**src/rtl/clock_phase_shifter.sv**
```systemverilog
// -----------------------------------------------------------------------------
// clock_phase_shifter
//
// Purpose:
//   Generates a quadrature clock pair (I and Q) at f from a single input
//   clock running at 2f. I toggles on the rising edge of the input clock,
//   and Q copies I on the falling edge. Q therefore lags I by half an input
//   period, which is 90 degrees at f. The i_swap input, sampled only when a
//   run starts, exchanges the two outputs to select the opposite sideband.
//   A run always stops with both outputs low, so no output pulse is cut
//   short. Reset is synchronous and aborts a run immediately.
//
// Ports:
//   i_clk_2f   in   1  clock at 2f; both edges are used
//   i_reset_n  in   1  synchronous active-low reset
//   i_enable   in   1  request to run the quadrature outputs
//   i_swap     in   1  exchange I and Q; sampled on the idle-to-run step
//   o_clk_i    out  1  in-phase clock at f
//   o_clk_q    out  1  quadrature clock at f
//   o_running  out  1  high while the outputs are toggling
// -----------------------------------------------------------------------------
module clock_phase_shifter (
    input  logic i_clk_2f,
    input  logic i_reset_n,
    input  logic i_enable,
    input  logic i_swap,
    output logic o_clk_i,
    output logic o_clk_q,
    output logic o_running
);

    logic i_ff;
    logic q_ff;
    logic run;
    logic swap_lat;

    // Rising edge: run control and the in-phase divider.
    always_ff @(posedge i_clk_2f) begin
        if (!i_reset_n) begin
            i_ff     <= 1'b0;
            run      <= 1'b0;
            swap_lat <= 1'b0;
        end else if (!run) begin
            // Starting holds I low for one more edge, so the first rising
            // edge of I comes one posedge after run rises.
            i_ff <= 1'b0;
            if (i_enable) begin
                run      <= 1'b1;
                swap_lat <= i_swap;
            end
        end else if (!i_enable && !i_ff) begin
            // Stop only from the low phase of I. If I is high, it first
            // toggles low through the branch below and stops one edge later.
            run  <= 1'b0;
            i_ff <= 1'b0;
        end else begin
            i_ff <= ~i_ff;
        end
    end

    // Falling edge: Q follows I half an input period later.
    always_ff @(negedge i_clk_2f) begin
        if (!i_reset_n) begin
            q_ff <= 1'b0;
        end else begin
            q_ff <= i_ff;
        end
    end

    always_comb begin
        o_clk_i   = swap_lat ? q_ff : i_ff;
        o_clk_q   = swap_lat ? i_ff : q_ff;
        o_running = run;
    end

endmodule

```
**config.mk**
```make
export PLATFORM = sky130hd
export DESIGN_NAME = clock_phase_shifter
export DESIGN_NICKNAME = d
export VERILOG_FILES = /design/src/rtl/clock_phase_shifter.sv
export SDC_FILE = /design/constraint.sdc
export NUM_CORES = 1
export LEC_CHECK = 0
export ABC_CLOCK_PERIOD_IN_PS = 2300
export CAP_MARGIN = 30
export CELL_PAD_IN_SITES_DETAIL_PLACEMENT = 0
export CELL_PAD_IN_SITES_GLOBAL_PLACEMENT = 1
export CORE_AREA = 10 10 47 49
export CTS_CLUSTER_SIZE = 10
export DETAILED_ROUTE_END_ITERATION = 7
export DIE_AREA = 0 0 57 59
export HOLD_SLACK_MARGIN = 0.08
export PLACE_DENSITY = 0.45
export SYNTH_ARGS = -nofsm -noshare
export SYNTH_HDL_FRONTEND = slang
export SYNTH_SLANG_ARGS = --single-unit
```
**constraint.sdc**
```tcl
create_clock -name i_clk_2f -period 2.3 [get_ports i_clk_2f]
set_input_delay 0.69 -clock i_clk_2f [delete_from_list [all_inputs] [get_ports i_clk_2f]]
set_output_delay 0.69 -clock i_clk_2f [all_outputs]
set_load 0.005 [all_outputs]
```
==> results.cfg <==
[synth]
synthCells = 15
yosys_register_bits = 4
yosys_warnings = 0
synth.net_count = 19
post_synthesis_average_cell_area_sq_um = 11.0
netlist-cell-type-count = 9
synth.yosys.seq_area_share_pct = 48.5
syn-cell-area_sq_um = 165

[drt]
detail_route.drc_violations = 0
via_count = 141
vias_per_cell = 3.36
detail_route.wl_per_cell_microns = 8.64
routed_wl_microns = 363
first_pass_iters = 1
detailedRoute.firstIterationViolations = 0
drt.antenna.violating_nets = 0

[cts]
root_buffer = clkbuf_4
clock_sinks = 4
htree_levels = 1
cts_max_path_buffers = 2
holdBufCountCts = 0
worst_setup_hold_path_clk_slew_ns = 0.04
tritoncts = yes
worstSkewPairLatency_ns = 0.29
tritoncts_buffers = 3

[finish]
fillCellCount = 162
post-route-util_pct = 20.2
syn2layout_area_growth_pct = 71.2
drive_gt1_share_pct = 34.6
nNetsFinal = 31
stdcell_count = 42
final_area_sq_um = 283
antenna_cells_inserted = 0
ff_latch_area_sq_um = 81.3
mostFrequentLayoutCells = clkdlybuf4s50_1, clkbuf_4, dfxtp_1
most_common_cell_after_layout_fill_and_taps_aside = clkdlybuf4s50_1
multi_input_logic_area_sq_um = 81.3

[sta]
tightestPinTransition_ns = 0.156
setup_repair_after_global_routing_missed_its_margin = true
pins_over_slew_limit = 0
setup_tns_ns = -1.02
final_hold_viol_count = 0
timing.slew.headroom_pct = 89.6
skew_ns = 0.0529
finalSetupViolCount = 2
final.setup.worst_slack_ns = -0.513

[run_status]
run_status = complete, but fails checks
violations = setup timing

[hold_path]
hold_class = register to register
holdCritStartpoint = swap_lat$_SDFFE_PN0P_

[grt]
grt_start_max_net_pins = 6
number_of_antenna_violations_at_the_first_check_in_global_routing = 0
grtUsageTotal_pct = 2.68
grt_first_pass_wirelength_microns = 607
grt_pass1_vias = 152
overflow = 0

[pwr]
irDropWorstVdd_v = 0.000162
powerDensity_nw_per_um2 = 705
total_power_uw = 199
leakagePower_uw = 0.000123

[setup_path]
worstPathMaxFanout = 2
setup.worst_path.start_class = register
setup.worst_path.end_class = primary output
critPathLaunch = q_ff$_SDFF_NN0_
worstSetupPathType = register to primary output
required_ns = 1.61
crit_arrival_ns = 2.12
crit-reg2reg-launch = i_ff$_SDFF_PP0_

[placement]
place_congestion = 0.584
number_of_i_o_port_buffers = 6
place_area_sq_um = 253
dp_hpwl_microns = 277
dp_cells = 38

[die]
rows = 14
die-height_microns = 59
die_extent_in_x_microns = 57
pin_count = 7
die_ar_sq_um = 3360
initial_utilization_pct = 11.8
coreArea_sq_um = 1400

[job]
max-cap-violations = 0
cells by family (layout without fill, tap and decap cells):
group,Yosys count,count (layout),share of synthesized area (%)
AND/OR/NAND/NOR,6,6,22.0
flip-flops,4,4,48.5
multiplexers,3,3,24.2
AO/OA/AOI/OAI,1,1,3.03
buffers and inverters,1,12,2.27
synthesized netlist by cell type, drive strengths merged:
| library cell | instances | area share, % |
|---|---|---|
| dfxtp | 4 | 48 |
| nor2b | 2 | 7.6 |
| inv | 1 | 2.3 |
| a21oi | 1 | 3.0 |
| mux2i | 1 | 6.1 |
| and4b | 1 | 6.1 |
| nand2 | 2 | 4.5 |
| and2 | 1 | 3.8 |
| mux2 | 2 | 18 |
final cells by class:
| type | count | share of cell area, % |
|---|---|---|
| Clock buffer | 4 | 9.29 |
| Clock inverter | 1 | 1.33 |
| Multi-Input combinational cell | 10 | 28.8 |
| Sequential cell | 4 | 28.8 |
| Tap cell | 16 | 7.08 |
| Timing Repair Buffer | 7 | 24.8 |
worst paths after layout:
| kind | cells after the start | slack (ns) | endpoint |
|---|---|---|---|
| max | 2 | -0.51 | o_clk_q |
| min | 2 | 0.51 | swap_lat$_SDFFE_PN0P_ |
| max reg2reg | 1 | 0.62 | q_ff$_SDFF_NN0_ |
| min reg2reg | 2 | 0.51 | swap_lat$_SDFFE_PN0P_ |
critical path, cell delays in order, from the launching register on:
cell and delay (ns):
dfxtp_2 0.30, mux2_4 0.26, buf_6 0.12
power by group:
| part | leakage, uW | switching, uW | internal, uW | total (uW) |
|---|---|---|---|---|
| sequential | 0.0000333 | 2.91 | 72.7 | 75.6 |
| combinational | 0.0000690 | 5.01 | 13.3 | 18.3 |
| clock | 0.0000203 | 37.6 | 67.8 | 105 |
| total | 0.000123 | 45.5 | 154 | 199 |
metrics by stage:
stage | setup WS, ns | hold WS [ns]
after floorplan | -0.0866 | 0.478
after global placement | -0.530 | 0.505
after detailed placement | -0.539 | 0.507
after CTS | -0.523 | 0.514
after global routing | -0.541 | 0.541
final | -0.513 | 0.508
state kept, by name (all words and copies together), names as in the netlist:
register,count
i_ff,1
o_running,1
q_ff,1
swap_lat,1
routing by layer:
metal / share of wire, % / vias to the layer above / track usage, % / wire length [microns]
met2: 35 / 9 / 2.48 / 126
met1: 42 / 61 / 2.25 / 152
met4: 0 / 0 / 4.03 / 0
li1: - / 71 / - / -
met5: 0 / - / 0 / 0
met3: 23 / 0 / 3.22 / 83
what timing repair did:
action                                  CTS  global route
pin swaps                                 0             0
gates resized for setup                  10             1
buffers inserted                          0             0
endpoints found under the setup margin    2             2
(Power assumes the default switching activity.)
